$ cat config.mk
export PLATFORM = sky130hd
export DESIGN_NAME = vram_slot_arbiter
export DESIGN_NICKNAME = d
export VERILOG_FILES = /design/src/rtl/vram_slot_arbiter.sv
export SDC_FILE = /design/constraint.sdc
export NUM_CORES = 1
export LEC_CHECK = 0
export BUFFER_PORTS_ARGS = -buffer_cell sky130_fd_sc_hd__buf_2
export CORE_UTILIZATION = 44
export CTS_CLUSTER_SIZE = 8
export DETAILED_ROUTE_END_ITERATION = 7
export PLACE_DENSITY = 0.8
export SETUP_SLACK_MARGIN = 0.1
export SYNTH_ARGS = -nofsm -noshare
export SYNTH_HDL_FRONTEND = slang
export SYNTH_SLANG_ARGS = --single-unit
$ cat constraint.sdc
create_clock -name clk -period 1.75 [get_ports clk]
set_input_delay 0.2625 -clock clk [delete_from_list [all_inputs] [get_ports clk]]
set_output_delay 0.2625 -clock clk [all_outputs]
set_load 0.03 [all_outputs]
$ cat src/rtl/vram_slot_arbiter.sv
// Purpose : time-division scheduler sharing one 2Kx8 video SRAM between the
//           video fetch (screen code, then glyph pattern) and a single CPU access per cell.
// Latency : video read = 2 clk per fetch (phases 0-1, 2-3); CPU access = SETUP/STROBE/HOLD, wait released in DONE.
// Backpressure: the CPU is held off via cpu_wait_n until its access completes; video is never stalled.
//
// Ports:
//   clk, rst_n                - master pixel clock, async active-low reset
//   viden, phase, col, row, line - display window and master counter taps
//   cpu_req_n, cpu_wr_n, cpu_a, cpu_dout, cpu_din, cpu_wait_n - CPU VRAM port
//   sram_a, sram_dq_i, sram_dq_o, sram_dq_oe, sram_oe_n, sram_we_n - SRAM pins
//   pat, inv, pat_ld          - glyph byte, inverse flag and load strike to the serializer
module vram_slot_arbiter #(
  parameter int AW             = 11,
  parameter int CPU_SLOT_FIRST = 4,
  parameter int CPU_SLOT_LAST  = 5
) (
  input  logic          clk,
  input  logic          rst_n,
  input  logic          viden,
  input  logic [2:0]    phase,
  input  logic [4:0]    col,
  input  logic [4:0]    row,
  input  logic [2:0]    line,
  input  logic          cpu_req_n,
  input  logic          cpu_wr_n,
  input  logic [AW-1:0] cpu_a,
  input  logic [7:0]    cpu_dout,
  output logic [7:0]    cpu_din,
  output logic          cpu_wait_n,
  output logic [AW-1:0] sram_a,
  input  logic [7:0]    sram_dq_i,
  output logic [7:0]    sram_dq_o,
  output logic          sram_dq_oe,
  output logic          sram_oe_n,
  output logic          sram_we_n,
  output logic [7:0]    pat,
  output logic          inv,
  output logic          pat_ld
);

  typedef enum logic [2:0] {
    IDLE   = 3'd0,
    SETUP  = 3'd1,
    STROBE = 3'd2,
    HOLD   = 3'd3,
    DONE   = 3'd4
  } state_t;

  state_t          state_q, state_d;
  logic            fetch_en_q, fetch_en_d;
  logic [7:0]      code_q, code_d;
  logic [7:0]      pat_q, pat_d;
  logic            inv_q, inv_d;
  logic            pat_ld_q, pat_ld_d;
  logic [7:0]      cpu_din_q, cpu_din_d;
  logic [AW-1:0]   acc_a_q, acc_a_d;
  logic [7:0]      acc_dat_q, acc_dat_d;
  logic            acc_wr_n_q, acc_wr_n_d;

  logic            fetch;
  logic            vid_scr;
  logic            vid_chr;
  logic            cpu_act;
  logic            start_ok;
  logic [2:0]      next_phase;
  logic [10:0]     scr_addr;
  logic [10:0]     chr_addr;

  // viden is only guaranteed valid at phase 0; the latched copy covers phases 1-7.
  assign fetch   = (phase == 3'd0) ? viden : fetch_en_q;
  // Each video read holds address and OE for two phases; data is captured at the end of the second.
  assign vid_scr = fetch && ((phase == 3'd0) || (phase == 3'd1));
  assign vid_chr = fetch && ((phase == 3'd2) || (phase == 3'd3));
  assign cpu_act = (state_q == SETUP) || (state_q == STROBE) || (state_q == HOLD);

  assign scr_addr = {1'b0, row, col};
  assign chr_addr = {1'b1, code_q[6:0], line};

  // The start window is judged on the phase the SETUP cycle will occupy.
  // During active display that keeps SETUP..HOLD inside phases 4-7, clear of
  // the fetch slots at 0-3. In blanking any SETUP up to phase 5 still ends
  // its HOLD by phase 7.
  assign next_phase = phase + 3'd1;
  always_comb begin
    start_ok = 1'b0;
    if (viden) begin
      start_ok = (int'(next_phase) >= CPU_SLOT_FIRST) && (int'(next_phase) <= CPU_SLOT_LAST);
    end else begin
      start_ok = (next_phase <= 3'd5);
    end
  end

  assign cpu_wait_n = !(!cpu_req_n && (state_q != DONE));

  // Next-state and SRAM pin decode
  always_comb begin
    state_d    = state_q;
    acc_a_d    = acc_a_q;
    acc_dat_d  = acc_dat_q;
    acc_wr_n_d = acc_wr_n_q;
    cpu_din_d  = cpu_din_q;

    sram_a     = '0;
    sram_oe_n  = 1'b1;
    sram_we_n  = 1'b1;
    sram_dq_oe = 1'b0;
    sram_dq_o  = acc_dat_q;

    case (state_q)
      IDLE: begin
        if (!cpu_req_n && start_ok) begin
          state_d    = SETUP;
          acc_a_d    = cpu_a;
          acc_dat_d  = cpu_dout;
          acc_wr_n_d = cpu_wr_n;
        end
      end
      SETUP:  state_d = STROBE;
      STROBE: begin
        state_d = HOLD;
        if (acc_wr_n_q) begin
          cpu_din_d = sram_dq_i;
        end
      end
      HOLD:   state_d = DONE;
      DONE: begin
        if (cpu_req_n) begin
          state_d = IDLE;
        end
      end
      default: state_d = IDLE;
    endcase

    // Video first: the start window already keeps the CPU out of these slots.
    if (vid_scr) begin
      sram_a    = AW'(scr_addr);
      sram_oe_n = 1'b0;
    end else if (vid_chr) begin
      sram_a    = AW'(chr_addr);
      sram_oe_n = 1'b0;
    end else if (cpu_act) begin
      sram_a     = acc_a_q;
      // Data bus only driven on writes, and OE only pulses on reads,
      // so the two never overlap.
      sram_dq_oe = !acc_wr_n_q;
      if (state_q == STROBE) begin
        sram_oe_n = !acc_wr_n_q;
        sram_we_n = acc_wr_n_q;
      end
    end
  end

  // Video fetch pipeline
  always_comb begin
    fetch_en_d = fetch_en_q;
    code_d     = code_q;
    pat_d      = pat_q;
    inv_d      = inv_q;
    pat_ld_d   = (phase == 3'd6);

    if (phase == 3'd0) begin
      fetch_en_d = viden;
    end
    if ((phase == 3'd1) && fetch) begin
      code_d = sram_dq_i;
    end
    if (phase == 3'd3) begin
      pat_d = fetch ? sram_dq_i : 8'h00;
      inv_d = fetch ? code_q[7] : 1'b0;
    end
  end

  always_ff @(posedge clk or negedge rst_n) begin
    if (!rst_n) begin
      state_q    <= IDLE;
      fetch_en_q <= 1'b0;
      code_q     <= 8'h00;
      pat_q      <= 8'h00;
      inv_q      <= 1'b0;
      pat_ld_q   <= 1'b0;
      cpu_din_q  <= 8'h00;
      acc_a_q    <= '0;
      acc_dat_q  <= 8'h00;
      acc_wr_n_q <= 1'b1;
    end else begin
      state_q    <= state_d;
      fetch_en_q <= fetch_en_d;
      code_q     <= code_d;
      pat_q      <= pat_d;
      inv_q      <= inv_d;
      pat_ld_q   <= pat_ld_d;
      cpu_din_q  <= cpu_din_d;
      acc_a_q    <= acc_a_d;
      acc_dat_q  <= acc_dat_d;
      acc_wr_n_q <= acc_wr_n_d;
    end
  end

  assign pat     = pat_q;
  assign inv     = inv_q;
  assign pat_ld  = pat_ld_q;
  assign cpu_din = cpu_din_q;

endmodule
==> results.json <==
{
  "status": "finished with violations",
  "violations": "setup timing",
  "antenna_found_initial": 0,
  "synth_edf_count": 0,
  "grt_pass1_vias": 1816,
  "initialDrtViolationCount": 30,
  "regToRegSetupSlack_ns": 0.17,
  "ios": 89,
  "crit_chain": "mux2i_4 > nor2_4 > buf_4 > buf_4 > nor4_4 > buf_4",
  "min_to": "sram_dq_o[3]$_DFFE_PN0P_",
  "dieArea_um2": 5600,
  "fin_util_pct": 69.2,
  "mostFrequentLayoutCell": "buf_2",
  "leakage_nw": 1.66,
  "hold_violations": 0,
  "htreeDepth": 2,
  "cts_tree": "done",
  "drt_wl_total_mm": 5.42,
  "initial_core_util_pct": 45.7,
  "area_delta_synth_final_pct": 51.5,
  "wl_met2_mm": 2.88,
  "ys_types": 30,
  "hpwlAfterDp_mm": 3.86,
  "internal_power_mw": 3.47,
  "cts.sinks": 50,
  "period_minus_slack_ns": 1.88,
  "port_buffers": 88,
  "diodes": 0,
  "drive_gt1_share_pct": 62.8,
  "cp_common_cell": "buf_4",
  "cp_slowest_cell": "dfrtp_1",
  "critPathRequiredTime_ns": 1.49,
  "dieWidth_um": 74.8,
  "slew_violations": 0,
  "critical_path.max_fanout": 4,
  "fin_nets": 356,
  "synthCells": 189,
  "hp-class": "in2reg",
  "max_freq_ghz": 0.531,
  "finalWeightedCongestion": 0.774,
  "fin_ws_ns": -0.132,
  "grt_start_max_net_pins": 25,
  "dp_cells": 356,
  "combPwrFrac_pct": 55.0,
  "cts_made_buffers": 5,
  "path_class": "reg2out",
  "clockPowerShare_pct": 12.3,
  "critPathMaxStageDelay_ns": 0.42,
  "syn_area_um2": 2330,
  "grt_overflow": 0,
  "synth_seq_area_share_pct": 53.7,
  "wl_per_cell_um": 14.5,
  "wl_met3_um": 273,
  "clock_path_buffers": 2,
  "ys_async_sr_fraction_pct": 100,
  "hold_path_depth": 2,
  "stdcell_area_um2": 3540,
  "post-route-period-util_pct": 108,
  "reg2regPathDepth": 6,
  "p_sw_mw": 2.47,
  "rr_endpoint": "code_q[2]$_DFFE_PN0P_",
  "switching_share_pct": 41.5,
  "critPathBufInv": 3,
  "p_total_mw": 5.94,
  "synth-main-ff-cell": "dfrtp_1",
  "power_frac_seq_pct": 32.7,
  "avgViaCountPerCell": 4.82,
  "rows": 26,
  "drv_cap": 0,
  "firstDrtPassIters": 4,
  "clock_skew_ns": 0.00946,
  "slew_headroom_pct": 63.9,
  "yosys_register_bits": 50,
  "cp-start-kind": "register",
  "tns_ns": -1.31,
  "syn_nets": 242,
  "insertion_delay_ns": 0.30,
  "placed_cell_area_um2": 3180,
  "grt_usage_pct": 20.1,
  "grt_pass1_wl_mm": 8.34,
  "p_per_area_nw_per_um2": 1680,
  "finalNonFillerCells": 374,
  "hold_path_startpoint": "cpu_dout[3]",
  "drc_errors": 0,
  "vdd_drop_max_v": 0.00105,
  "postRouteAntennaNets": 0,
  "yosysWarningCount": 0,
  "endpoint_kind": "primary output",
  "finalSetupViolCount": 13,
  "tightest_slew_ns": 0.542,
  "vias": 1804,
  "dpl_worst_slack_ns": -0.261,
  "path_clk_slew_ns": 0.10,
  "hold_slack_ns": 0.177,
  "layout_common_cells": "buf_2 (73), dfrtp_1 (46), mux2_2 (35)",
  "highest_layer": "met4",
  "r2r-start": "fetch_en_q$_DFF_PN0_",
  "fp.coreArea_um2": 5110,
  "critPathTopFamily": "buffers and inverters",
  "cp.arrival_ns": 1.62,
  "die_h_um": 74.8,
  "rsz0062_at_grt": "yes",
  "wirelength_met1_mm": 2.23,
  "syn_avg_cell_area_um2": 12.3,
  "clock-root-buffer": "clkbuf_8"
}
## routing by layer
layer  vias up  GRT usage [%]
met2        50           35.5
met4         0           3.77
met3         4           5.22
met5         -              0
met1       869           24.8
li1        881              -
## worst register-to-register path, cell delays in order (launching register included)
cell	delay, ns
dfrtp_1	0.41
mux2i_4	0.10
buf_4	0.14
buf_4	0.13
nor3b_4	0.21
buf_12	0.15
mux2_2	0.33
## logic make-up after synthesis
family / share of synthesized area (%)
simple gates: 7.51
mux: 27.4
buf+inv: 3.97
fa+ha+maj: 2.68
flops: 53.7
xor+xnor: 0.375
compound gates: 4.40
## registers in the layout, summed over array words and instances (netlist names)
| name | count |
|---|---|
| pat_ld | 1 |
| fetch_en_q | 1 |
| state_q | 3 |
| inv | 1 |
| cpu_din | 8 |
| acc_a_q | 11 |
| sram_dq_o | 8 |
| pat | 8 |
| acc_wr_n_q | 1 |
| code_q | 8 |
## layout make-up
cell class | instances | area (µm²)
Tap cell | 70 | 87.6
Clock inverter | 2 | 16.3
Multi-Input combinational cell | 117 | 1230
Clock buffer | 6 | 82.6
Fill cell | 374 | 1570
Inverter | 13 | 53.8
Sequential cell | 50 | 1260
Timing Repair Buffer | 116 | 805
## power groups by stage
stage / logic [mW] / registers, mW / clock network [mW]
final: 3.27 / 1.94 / 0.731
after global placement: 2.74 / 1.93 / 0
after floorplan: 1.64 / 2.34 / 0
after detailed placement: 2.80 / 1.96 / 0
after CTS: 3.16 / 1.94 / 0.742
after global routing: 3.48 / 2.00 / 0.789
## cell usage after synthesis (2+ instances only)
library cell,number,area [µm²]
dfrtp_1,49,1230
nand2_1,23,86.3
o22ai_1,10,62.6
buf_2,5,25.0
mux2_2,35,394
nand2b_1,2,12.5
inv_1,13,48.8
mux2i_1,22,220
ha_1,5,62.6
clkbuf_1,2,7.51
nor2_1,4,15.0
## repair_timing
| action | 4_1_cts | 5_1_grt |
|---|---|---|
| gates resized for setup | 37 | 13 |
| endpoints found under the hold margin | 20 | 0 |
| setup buffers | 4 | 3 |
| hold buffers | 1 | 0 |
| gates cloned | 1 | 1 |
| pin swaps | 3 | 2 |
| setup endpoints to repair | 30 | 30 |
## worst max path at each step
stage,end,startpoint,depth (start not counted)
global placement,acc_a_q[3]$_DFFE_PN0P_,phase[1],7
detailed placement,acc_a_q[5]$_DFFE_PN0P_,phase[1],7
finish,sram_dq_oe,fetch_en_q$_DFF_PN0_,6
global route,sram_a[10],fetch_en_q$_DFF_PN0_,5
CTS,sram_a[1],fetch_en_q$_DFF_PN0_,5
floorplan,sram_a[0],phase[1],7
(Power assumes the default switching activity.)
